File: src/rtl/mem_ctrl_defs_pkg.sv
`default_nettype none
// ============================================================================
// Module      : mem_ctrl_defs (package)
// Description : Shared definitions for the MEM-stage access sequencer:
//               sequencer state encoding, default timeout and the data value
//               returned to the pipeline when an access is aborted.
// Revision    : 1.0 - initial release
// ============================================================================
package mem_ctrl_defs;

  // Sequencer states. DONE is a single cycle in which the pipeline advances,
  // so the same MEM-stage instruction can never be issued twice.
  typedef enum logic [1:0] {
    IDLE = 2'd0,
    BUSY = 2'd1,
    DONE = 2'd2
  } state_t;

  // Default number of BUSY cycles to wait for mem_ack before aborting.
  localparam int C_DEFAULT_TIMEOUT = 16;

  // Load data presented to writeback after an aborted access.
  localparam int unsigned C_ERR_DATA = 0;

endpackage : mem_ctrl_defs
`default_nettype wire

File: src/rtl/mem_timeout_ctr.sv
`default_nettype none
// ============================================================================
// Module      : mem_timeout_ctr
// Description : Clear/enable up-counter with a terminal-count flag. tc is
//               high while the count equals TERMINAL-1; the owner stops
//               enabling the counter at that point, so it never wraps.
// Ports       : clk, rst (async, active-high)
//               clr  - synchronous clear to zero (has priority over en)
//               en   - increment enable
//               tc   - terminal count reached (combinational from the count)
// Revision    : 1.0 - initial release
// ============================================================================
module mem_timeout_ctr #(
  parameter int TERMINAL = 16,
  parameter int CNT_W    = $clog2(TERMINAL) + 1
) (
  input  logic clk,
  input  logic rst,
  input  logic clr,
  input  logic en,
  output logic tc
);

  logic [CNT_W-1:0] r_count;

  always_ff @(posedge clk or posedge rst) begin
    if (rst) begin
      r_count <= '0;
    end else if (clr) begin
      r_count <= '0;
    end else if (en) begin
      r_count <= r_count + CNT_W'(1);
    end
  end

  assign tc = (r_count == CNT_W'(TERMINAL - 1));

endmodule : mem_timeout_ctr
`default_nettype wire

File: src/rtl/mem_access_ctrl.sv
`default_nettype none
// ============================================================================
// Module      : mem_access_ctrl
// Description : MEM-stage sequencer for the 5-stage MIPS core. Turns a
//               load/store in MEM into a req/ack transaction to data memory,
//               freezes the upstream pipeline registers while it is
//               outstanding, bubbles MEM/WB during the freeze, and aborts
//               with a sticky bus error if no ack arrives in time.
// Ports       : clk, rst (async, active-high)
//               MemReadM/MemWriteM/AluoutM/WriteDataM - MEM-stage request
//               err_clr                - synchronous clear of bus_err
//               mem_req/mem_we/mem_addr/mem_wdata - registered memory request
//               mem_ack/mem_rdata      - memory completion and read data
//               ReadDataM              - registered load data to MEM/WB
//               StallPipe              - hold PC, IF/ID, ID/EX, EX/MEM
//               FlushW                 - bubble into MEM/WB
//               bus_err                - sticky timeout flag
// Revision    : 1.0 - initial release
// ============================================================================
module mem_access_ctrl
  import mem_ctrl_defs::*;
#(
  parameter int ADDR_W         = 32,
  parameter int DATA_W         = 32,
  parameter int TIMEOUT_CYCLES = C_DEFAULT_TIMEOUT
) (
  input  logic              clk,
  input  logic              rst,
  input  logic              MemReadM,
  input  logic              MemWriteM,
  input  logic [ADDR_W-1:0] AluoutM,
  input  logic [DATA_W-1:0] WriteDataM,
  input  logic              err_clr,
  output logic              mem_req,
  output logic              mem_we,
  output logic [ADDR_W-1:0] mem_addr,
  output logic [DATA_W-1:0] mem_wdata,
  input  logic              mem_ack,
  input  logic [DATA_W-1:0] mem_rdata,
  output logic [DATA_W-1:0] ReadDataM,
  output logic              StallPipe,
  output logic              FlushW,
  output logic              bus_err
);

  state_t r_state;
  state_t w_nextState;

  logic              w_access;
  logic              w_tc;
  logic              w_ctrClr;
  logic              w_ctrEn;
  logic              w_errSet;
  logic              w_nextReq;
  logic              w_nextWe;
  logic [ADDR_W-1:0] w_nextAddr;
  logic [DATA_W-1:0] w_nextWdata;
  logic [DATA_W-1:0] w_nextRdata;
  logic              w_nextErr;

  assign w_access = MemReadM | MemWriteM;

  mem_timeout_ctr #(
    .TERMINAL (TIMEOUT_CYCLES)
  ) u_timeout (
    .clk (clk),
    .rst (rst),
    .clr (w_ctrClr),
    .en  (w_ctrEn),
    .tc  (w_tc)
  );

  always_ff @(posedge clk or posedge rst) begin
    if (rst) begin
      r_state   <= IDLE;
      mem_req   <= 1'b0;
      mem_we    <= 1'b0;
      mem_addr  <= '0;
      mem_wdata <= '0;
      ReadDataM <= '0;
      bus_err   <= 1'b0;
    end else begin
      r_state   <= w_nextState;
      mem_req   <= w_nextReq;
      mem_we    <= w_nextWe;
      mem_addr  <= w_nextAddr;
      mem_wdata <= w_nextWdata;
      ReadDataM <= w_nextRdata;
      bus_err   <= w_nextErr;
    end
  end

  always_comb begin
    w_nextState = r_state;
    w_nextReq   = mem_req;
    w_nextWe    = mem_we;
    w_nextAddr  = mem_addr;
    w_nextWdata = mem_wdata;
    w_nextRdata = ReadDataM;
    w_errSet    = 1'b0;
    w_ctrClr    = 1'b0;
    w_ctrEn     = 1'b0;

    case (r_state)
      IDLE: begin
        if (w_access) begin
          w_nextState = BUSY;
          w_nextReq   = 1'b1;
          // A simultaneous read+write request is treated as a write.
          w_nextWe    = MemWriteM;
          w_nextAddr  = AluoutM;
          w_nextWdata = WriteDataM;
          w_ctrClr    = 1'b1;
        end
      end

      BUSY: begin
        // Ack is tested before the timeout so a late-but-legal ack wins.
        if (mem_ack) begin
          if (!mem_we) begin
            w_nextRdata = mem_rdata;
          end
          w_nextReq   = 1'b0;
          w_nextState = DONE;
        end else if (w_tc) begin
          w_nextReq   = 1'b0;
          w_nextRdata = DATA_W'(C_ERR_DATA);
          w_errSet    = 1'b1;
          w_nextState = DONE;
        end else begin
          w_ctrEn = 1'b1;
        end
      end

      DONE: begin
        w_nextState = IDLE;
      end

      default: begin
        w_nextState = IDLE;
      end
    endcase
  end

  // A new error in the same cycle as a clear request keeps the flag set.
  assign w_nextErr = w_errSet | (bus_err & ~err_clr);

  // The IDLE term stalls in the cycle the request is being latched, so the
  // instruction stays in MEM until its access completes.
  assign StallPipe = ((r_state == IDLE) & w_access) | (r_state == BUSY);
  assign FlushW    = StallPipe;

endmodule : mem_access_ctrl
`default_nettype wire
File: config.mk
export PLATFORM = sky130hd
export DESIGN_NAME = mem_access_ctrl
export DESIGN_NICKNAME = d
export VERILOG_FILES = /design/src/rtl/mem_ctrl_defs_pkg.sv /design/src/rtl/mem_timeout_ctr.sv /design/src/rtl/mem_access_ctrl.sv
export SDC_FILE = /design/constraint.sdc
export NUM_CORES = 1
export LEC_CHECK = 0
export CAP_MARGIN = 20
export CORE_UTILIZATION = 43
export CTS_CLUSTER_SIZE = 10
export DETAILED_ROUTE_END_ITERATION = 6
export PLACE_DENSITY = 0.86
export SLEW_MARGIN = 20
export SYNTH_ARGS = -nofsm -noshare
export SYNTH_HDL_FRONTEND = slang
export SYNTH_SLANG_ARGS = --single-unit
File: constraint.sdc
create_clock -name clk -period 5.61 [get_ports clk]
set_clock_uncertainty 0.2 [all_clocks]
set_input_delay 1.122 -clock clk [delete_from_list [all_inputs] [get_ports clk]]
set_output_delay 1.122 -clock clk [all_outputs]
set_load 0.1 [all_outputs]
* Yosys cells after proc, flatten, opt, wreduce, memory -nomap -nowiden
Index checks and enable logic that the tools add are counted.
Widths: inputs -> output; s select.
** Storage, ports and cells
- Input bits :: 102
- Output and inout port bits :: 101
- Bits in registers :: 106
** Cells by class
- Bitwise logic cells :: 6
- Eq/ne operators :: 5
- $add $sub $neg :: 1
- Reduce and logical (&&, ||, !) cells :: 8
- Mux-type cells :: 21
** Operators with widths (count)
- $mux 32 :: 3
- $mux 1 :: 11
- $mux 5 :: 2
- $mux 2 :: 3
- $reduce_and 3->1 :: 2
- $reduce_bool 2->1 :: 3
- $add 5x1->5 const B :: 1
- $eq 5x4->1 const B :: 1
- $ne 2x2->1 const B :: 2
- $pmux 2 s2 :: 1
- $reduce_and 2->1 :: 2
- $ne 3x2->1 const B :: 1
- $or 1x1->1 :: 3
- $and 1x1->1 :: 2
- $eq 2x1->1 const B :: 1
- $logic_not 2->1 :: 1
- $pmux 1 s2 :: 1
- $not 1->1 :: 1

* Longest topological paths before layout
Gate-level depths: netlist of the first run.
- Depth in word-level cells :: 6
- Depth in mapped cells :: 7
- Mapped depth without buffers :: 6

* Modules after synthesis
A second synthesis of the first run with hierarchy kept.
** Second synthesis, totals
- Cells, all modules :: 254
- Area total of the unflattened synthesis :: 4210.3 um^2
** Modules (own cells, without submodules)
- mem_access_ctrl :: cells an instance 230, times used 1, area each 3927.5 um^2
- mem_timeout_ctr :: cells an instance 24, times used 1, area each 282.8 um^2

* Least setup slack after synthesis of the first run
No wires, ideal clock.
- Path kind :: input to output
- Start :: input port MemWriteM
- End :: output port StallPipe
- Required time :: 4.288 ns
- Setup slack :: 1.905 ns
- Buffers on the path :: 1
- Arrival :: 2.383 ns
- Stages :: 3
- Path through :: o21ai_0 nand2_1 buf_4
** Between the ends
- Cells in the longest elaborated chain, start to end :: 3
** Ends and longest elaborated chain
- start: declaration :: RTL line mem_access_ctrl.sv:30 : input logic MemWriteM,
- $or 1x1->1 :: RTL line mem_access_ctrl.sv:61 : assign w_access = MemReadM | MemWriteM;
- $and 1x1->1 :: RTL line mem_access_ctrl.sv:150 : assign StallPipe = ((r_state == IDLE) & w_access) | (r_state == BUSY);
- $or 1x1->1 :: RTL line mem_access_ctrl.sv:150
- end: declaration :: RTL line mem_access_ctrl.sv:41 : output logic StallPipe,
No other way between the ends.

* Worst setup path in the final report of the first run
- Start :: input port MemWriteM
- End :: output port FlushW
** Between the ends
- Cells in the longest elaborated chain, start to end :: 3
** Ends and longest elaborated chain
- $or 1x1->1 :: RTL line mem_access_ctrl.sv:61
- $and 1x1->1 :: RTL line mem_access_ctrl.sv:150
- $or 1x1->1 :: RTL line mem_access_ctrl.sv:150
- end: declaration :: RTL line mem_access_ctrl.sv:42 : output logic FlushW,
No other way between the ends.

==> reports/qor.yml, run 1 <==
fillers: 603
drtPass1Iterations: 7
nets: 559
worst_slew_pin_slew_ps: 1025
drt_iter0_drc: 71
grt_max_degree: 74
drive_above_1_share_pct: 19.35
grt_pass1_wl_microns: 15480
drc: 15
final_max_slew_viol_count: 0
endpoint_kind: "primary output"
htreeDepth: 3
grt_overflow: 0
io_buffers: 202
hpwl_microns: 7023
syn_area_per_cell_sq_um: 15.84
post_drt_via_cell_ratio: 5.092
num_vias: 2892
cpMostUsedCell: "clkdlybuf4s50_1"
cts-root-buf: "clkbuf_8"
place_congestion: 0.7501
clock_path_buffers: 2
antenna_cells: 0
netlist_instances: 252
fin_setup_tns_ps: 0
hold_buffers: 0
status: "finished with violations"
detail-route-antenna-nets: 0
syn_area_sq_um: 3991
clk_latency_ps: 350
antenna_found_initial: 0
numCtsBuffers: 9
min_period_ps: 4341
drt-total-wl_microns: 9524
finalHoldViolCount: 0
area_delta_synth_final_pct: 58.09
die_h_microns: 98.35
worst-setup-path-type: "in2out"
synth_nets: 356
path_cells: "clkdlybuf4s50_1, o21ai_0, nand2_1, clkdlybuf4s50_1"
setup_violations: 0
path_clk_slew_ps: 100
hp-class: "reg2reg"
ys_seq_area_share_pct: 66.46
chipWidth_microns: 98.35
yosys_warnings: 0
dieArea_sq_um: 9672
postCtsSetupRepairBufs: 0
pin_count: 203
cp_max_fo: 3
coreArea_sq_um: 8848
rsz0062_at_grt: "no"
cts_tree: "yes"
max_stage_delay_ps: 1140
synth_cell_types: 24
first_global_vias: 3114
slowest_stage: "clkdlybuf4s50_1"
maxSlewHeadroom_pct: 31.65
cts_sinks: 106
ys_ff_latch: 106
cts_resized: 0
wl_per_cell_microns: 16.77
cap_violations: 0
max_freq_ghz: 0.2303
start_util_pct: 45.11
rows: 34
required_ps: 4290
arrival_ps: 3020
startpoint_type: "input pin"
violations: "DRC"
finalCritPeriodShare_pct: 77.39
grt_usage_pct: 20.60
[state kept, by name, indices dropped and copies added, names as in the netlist]
signal,cells
ReadDataM,32
mem_req,1
bus_err,1
mem_wdata,32
r_state,2
u_timeout.r_count,5
mem_addr,32
mem_we,1
[placed cells by master (no fill, tap or decap), types with 4 or more instances in the layout]
cell | synthesis | final
clkdlybuf4s50_1 | 0 | 202
a22o_1 | 33 | 33
nor2_1 | 7 | 7
dfrtp_1 | 106 | 106
mux2_2 | 63 | 63
nand2_1 | 4 | 4
clkbuf_8 | 0 | 10
[per-layer routing]
metal	global-route usage (%)	vias to the layer above	routed length [microns]
met5	0	-	0
met4	6.085	0	114
met3	5.870	11	787
met2	36.62	135	4835
met1	24.27	1425	3786
li1	-	1321	-
[worst paths after layout]
kind	startpoint	endpoint	slack, ps	cells past startpoint
setup / recovery	MemWriteM	FlushW	1270	4
hold / removal	u_timeout.r_count[3]$_DFFE_PP0P_	u_timeout.r_count[3]$_DFFE_PP0P_	290	1
setup reg to reg	u_timeout.r_count[0]$_DFFE_PP0P_	ReadDataM[10]$_DFFE_PP0P_	3040	6
hold reg to reg	u_timeout.r_count[3]$_DFFE_PP0P_	u_timeout.r_count[3]$_DFFE_PP0P_	290	1
max in group asynchronous	rst	ReadDataM[14]$_DFFE_PP0P_	3140	3
min in group asynchronous	rst	mem_addr[11]$_DFFE_PP0P_	1100	2
[critical path: cells and delay by family]
family,cells,cell delay [ps]
simple gates,1,120
buf+inv,2,1650
compound gates,1,130
[final cells by class]
cell class              instances  area, sq um  area share, %
well taps                     108        135.1          2.142
repair buffers                206         2059          32.64
clock buffers                  10        137.6          2.181
inverters                       4        17.52         0.2776
multi-input cells             128         1256          19.91
flip-flops and latches        106         2653          42.04
clock inverters                 6        51.30         0.8130
[cell families (layout without fill, tap and decap cells)]
family                   count (synthesis)  count (layout)  share of synthesized area, %
multiplexers                            67              67                         18.81
AND/OR/NAND/NOR                         18              18                         3.010
adder cells (fa/ha/maj)                  2               2                        0.6269
AO/OA/AOI/OAI                           40              40                         8.495
flip-flops                             106             106                         66.46
XOR/XNOR                                 1               1                        0.2195
buffers and inverters                   18             226                         2.382
[synth_stat cells (all sizes together)]
master / count / area share (%)
o31ai: 2 / 0.38
a22o: 33 / 7.2
nand2b: 1 / 0.34
nor4b: 1 / 0.60
dfrtp: 106 / 66
nor2: 7 / 0.66
o32ai: 1 / 0.22
nand2: 4 / 0.38
ha: 2 / 0.63
nor3: 1 / 0.25
nand4: 1 / 0.16
or2: 1 / 0.16
mux2: 64 / 18
and3: 1 / 0.16
a211o: 1 / 0.22
xnor2: 1 / 0.22
nor3b: 1 / 0.31
o21ai: 2 / 0.25
inv: 4 / 0.38
buf: 14 / 2.0
mux2i: 3 / 0.75
a211oi: 1 / 0.19
[through the flow]
stage	instances	utilization (%)	area (sq um)	hold slack, ps	setup slack, ps
2_1_floorplan	252	-	3991	238.1	1499
3_3_place_gp	551	69.00	6106	260.6	1310
3_5_place_dp	551	69.00	6106	273.8	1299
4_1_cts	567	71.14	6295	293.7	1294
5_1_grt	568	71.31	6310	324.6	1224
6_report	568	71.31	6310	287.3	1269
Power of run 1 is left out: the tool's default activity adds up to more than one toggle a clock period on the data nets, which glitch-free logic cannot reach.
==> inputs of run 2 (changes only) <==
--- a/config.mk
+++ b/config.mk
@@ -6,10 +6,10 @@
 export NUM_CORES = 1
 export LEC_CHECK = 0
 export CAP_MARGIN = 20
-export CORE_UTILIZATION = 43
+export CORE_UTILIZATION = 40
 export CTS_CLUSTER_SIZE = 10
 export DETAILED_ROUTE_END_ITERATION = 6
-export PLACE_DENSITY = 0.86
+export PLACE_DENSITY = 0.8
 export SLEW_MARGIN = 20
 export SYNTH_ARGS = -nofsm -noshare
 export SYNTH_HDL_FRONTEND = slang
==> constraint.sdc (replaced) <==
create_clock -name clk -period 4.3 [get_ports clk]
set_clock_uncertainty 0.2 [all_clocks]
set_input_delay 0.86 -clock clk [delete_from_list [all_inputs] [get_ports clk]]
set_output_delay 0.86 -clock clk [all_outputs]
set_load 0.1 [all_outputs]
==> reports/qor.yml, run 2 (synthesis gave the netlist of run 1 again) <==
drtPass1Iterations: 4
first_global_vias: 2852
start_util_pct: 41.02
detail-route-antenna-nets: 0
cp_max_fo: 3
wl_met3_microns: 736
dr.max_layer_used: "met4"
fillers: 777
rows: 36
antenna_cells: 0
min_period_ps: 3073
path_cells: "clkdlybuf4s50_1, o21ai_0, nand2_1, buf_4"
rsz0062_at_grt: "no"
fin_setup_tns_ps: 0
final_common_cell: "clkdlybuf4s50_1"
crit_family: "buffers and inverters"
io_buffers: 202
startpoint_type: "input pin"
met1_length_microns: 3739
max_freq_ghz: 0.3254
endpoint_kind: "primary output"
cts_sinks: 106
numCtsBuffers: 9
chipWidth_microns: 101.9
max_stage_delay_ps: 440
layout_common_cells: "clkdlybuf4s50_1, dfrtp_1, mux2_2, a22o_1, clkbuf_8"
post_drt_via_cell_ratio: 4.793
coreArea_sq_um: 9729
hold_buffers: 0
whs_ps: 286.1
area_delta_synth_final_pct: 58.50
htreeDepth: 3
cts_resized: 0
finalCritPeriodShare_pct: 71.47
grt_usage_pct: 17.69
dr_wl_met2_microns: 4612
fin_util_pct: 65.02
largest_registers: "ReadDataM x32, mem_addr x32, mem_wdata x32"
r2r_cells: 6
drc: 0
num_vias: 2847
drt_iter0_drc: 64
hpwl_microns: 6866
dieArea_sq_um: 10380
postCtsSetupRepairBufs: 0
cts_tree: "yes"
grt_pass1_wl_microns: 14110
hp-class: "reg2reg"
cp.depth: 4
whs_path_depth: 1
final_max_slew_viol_count: 0
status: "finished clean"
cp.buffers_inverters: 2
clk_latency_ps: 340
cts-root-buf: "clkbuf_8"
maxSlewHeadroom_pct: 33.02
setup_violations: 0
worst_slew_pin_slew_ps: 1002
pin_count: 203
die_h_microns: 101.9
wl_per_cell_microns: 15.42
antenna_found_initial: 0
finalHoldViolCount: 0
path_clk_slew_ps: 90
worst-setup-path-type: "in2out"
grt_max_degree: 54
place_congestion: 0.6940
arrival_ps: 2010
drive_above_1_share_pct: 19.74
required_ps: 3240
cap_violations: 0
clock_path_buffers: 2
nets: 560
grt_overflow: 0
drt-total-wl_microns: 9158
slowest_stage: "clkdlybuf4s50_1"
==> run 2: routing by layer <==
metal,up-vias,global-route usage [%]
met5,-,0
met3,7,4.446
met1,1394,21.94
met4,0,5.604
li1,1320,-
met2,126,30.46
==> run 2: worst register-to-register path, stage by stage (launching register included) <==
cell	delay, ps
dfrtp_1	420
ha_1	220
and3_1	160
ha_1	240
nor2_1	180
a211o_1	790
a22o_1	280
==> run 2: metrics by stage <==
step	instance area [sq um]	setup WS (ps)	std cells
after floorplan	3991	451.1	252
final	6326	1227	594
after global placement	6147	1208	578
after CTS	6326	1193	594
after global routing	6326	1178	594
after detailed placement	6147	1193	578
==> run 2: final timing paths <==
kind	from	end	slack, ps
setup reg to reg	u_timeout.r_count[0]$_DFFE_PP0P_	ReadDataM[29]$_DFFE_PP0P_	1760
hold / removal	u_timeout.r_count[3]$_DFFE_PP0P_	u_timeout.r_count[3]$_DFFE_PP0P_	290
setup / recovery	MemWriteM	StallPipe	1230
min in group asynchronous	rst	mem_addr[28]$_DFFE_PP0P_	740
max in group asynchronous	rst	mem_addr[5]$_DFFE_PP0P_	2300
hold reg to reg	u_timeout.r_count[3]$_DFFE_PP0P_	u_timeout.r_count[3]$_DFFE_PP0P_	290
==> run 2: cell type report <==
type | instances | area, sq um | area share (%)
multi-input combinational | 128 | 1256 | 19.86
tap | 133 | 166.4 | 2.631
inverter | 4 | 17.52 | 0.2769
clock buffer | 11 | 141.4 | 2.235
sequential | 106 | 2653 | 41.93
timing repair buffer | 207 | 2054 | 32.48
clock inverter | 5 | 37.54 | 0.5934
Power of run 2 is left out for the same reason.
==> inputs of run 3 (changes only) <==
==> constraint.sdc (replaced) <==
create_clock -name clk -period 2.9 [get_ports clk]
set_clock_uncertainty 0.2 [all_clocks]
set_input_delay 0.58 -clock clk [delete_from_list [all_inputs] [get_ports clk]]
set_output_delay 0.58 -clock clk [all_outputs]
set_load 0.1 [all_outputs]
==> reports/qor.yml, run 3 (synthesis gave the netlist of run 1 again) <==
status: "finished clean"
reg2reg_to: "ReadDataM[0]$_DFFE_PP0P_"
drive_above_1_share_pct: 41.56
dieArea_sq_um: 10380
detail-route-antenna-nets: 0
grt_max_degree: 62
maxSlewHeadroom_pct: 61.94
endpoint_kind: "primary output"
clk_latency_ps: 360
rsz0062_at_grt: "no"
antenna_cells: 0
num_vias: 2846
rows: 36
cp_max_fo: 3
worst_slew_pin_slew_ps: 570.9
pin_count: 203
drt-total-wl_microns: 9098
dp_cells: 579
fin_setup_tns_ps: 0
final_max_slew_viol_count: 0
arrival_ps: 1660
crit_start: "MemWriteM"
grt_pass1_wl_microns: 14190
layout_common_cells: "dfrtp_1, clkdlybuf4s50_1, buf_4, mux2_2, a22o_1"
place_congestion: 0.7478
r2r_cells: 7
startpoint_type: "input pin"
max_freq_ghz: 0.4100
instances_no_fill: 595
antenna_found_initial: 0
numCtsBuffers: 9
drt_iter0_drc: 46
post_drt_via_cell_ratio: 4.783
final_common_cell: "dfrtp_1"
setup_violations: 0
cts_sinks: 106
chipWidth_microns: 101.9
hold_buffers: 0
r2r_start: "u_timeout.r_count[0]$_DFFE_PP0P_"
first_global_vias: 2887
r2r_setup_slack_ps: 690
finalCritPeriodShare_pct: 84.09
finalHoldViolCount: 0
worst-setup-path-type: "in2out"
nets: 561
htreeDepth: 3
min_period_ps: 2439
cap_violations: 0
required_ps: 2120
drtPass1Iterations: 4
cts-root-buf: "clkbuf_8"
path_clk_slew_ps: 100
clock_path_buffers: 2
drc: 0
area_delta_synth_final_pct: 54.95
largest_registers: "ReadDataM x32, mem_addr x32, mem_wdata x32"
cts_resized: 0
hp-class: "reg2reg"
die_h_microns: 101.9
coreArea_sq_um: 9729
crit_end: "StallPipe"
hpwl_microns: 6637
postCtsSetupRepairBufs: 0
start_util_pct: 41.02
cts_tree: "yes"
grt_overflow: 0
wl_per_cell_microns: 15.29
grt_usage_pct: 17.94
io_buffers: 202
## run 3: changes by cell type in the layout (fill, tap and decap cells not counted)
cell	before	now
bufinv_16	0	1
clkdlybuf4s50_1	200	101
buf_12	0	6
inv_4	1	0
clkbuf_8	10	9
clkinv_4	1	3
buf_4	7	101
clkbuf_1	1	0
## run 3: per-layer routing
layer,routed length [microns],track usage [%]
met2,4558,29.05
met4,166,8.352
met1,3679,22.81
met3,692,4.446
met5,0,0
## run 3: final cells by class
class | count | area [sq um]
fillers | 753 | 3545
clock inverters | 7 | 77.57
repair buffers | 208 | 1889
multi-input cells | 128 | 1256
clock buffers | 9 | 123.9
well taps | 133 | 166.4
flip-flops and latches | 106 | 2653
inverters | 4 | 18.77
## run 3: stage by stage
step                      hold WS (ps)  instance area, sq um  utilization, %  setup slack (ps)
after floorplan                  238.1                  3995               -             278.7
final                            286.5                  6185           63.57             461.3
after CTS                        300.9                  6185           63.57             424.6
after global placement           264.6                  5983           61.50             461.4
after detailed placement         284.4                  5983           61.50             410.6
after global routing             302.4                  6185           63.57             350.7
## run 3: worst max-delay path, stage by stage
cell	delay, ps
clkdlybuf4s50_1	440
o21ai_0	230
nand2_1	190
buf_12	210
## run 3: how the worst min path moves through the flow
stage	to	depth (start not counted)	start	slack, ps
global placement	u_timeout.r_count[3]$_DFFE_PP0P_	1	u_timeout.r_count[3]$_DFFE_PP0P_	260
global route	u_timeout.r_count[3]$_DFFE_PP0P_	1	u_timeout.r_count[3]$_DFFE_PP0P_	300
detailed placement	u_timeout.r_count[3]$_DFFE_PP0P_	1	u_timeout.r_count[3]$_DFFE_PP0P_	280
finish	u_timeout.r_count[3]$_DFFE_PP0P_	1	u_timeout.r_count[3]$_DFFE_PP0P_	290
floorplan	u_timeout.r_count[3]$_DFFE_PP0P_	1	u_timeout.r_count[3]$_DFFE_PP0P_	240
CTS	u_timeout.r_count[3]$_DFFE_PP0P_	1	u_timeout.r_count[3]$_DFFE_PP0P_	300
Power of run 3 is left out for the same reason.
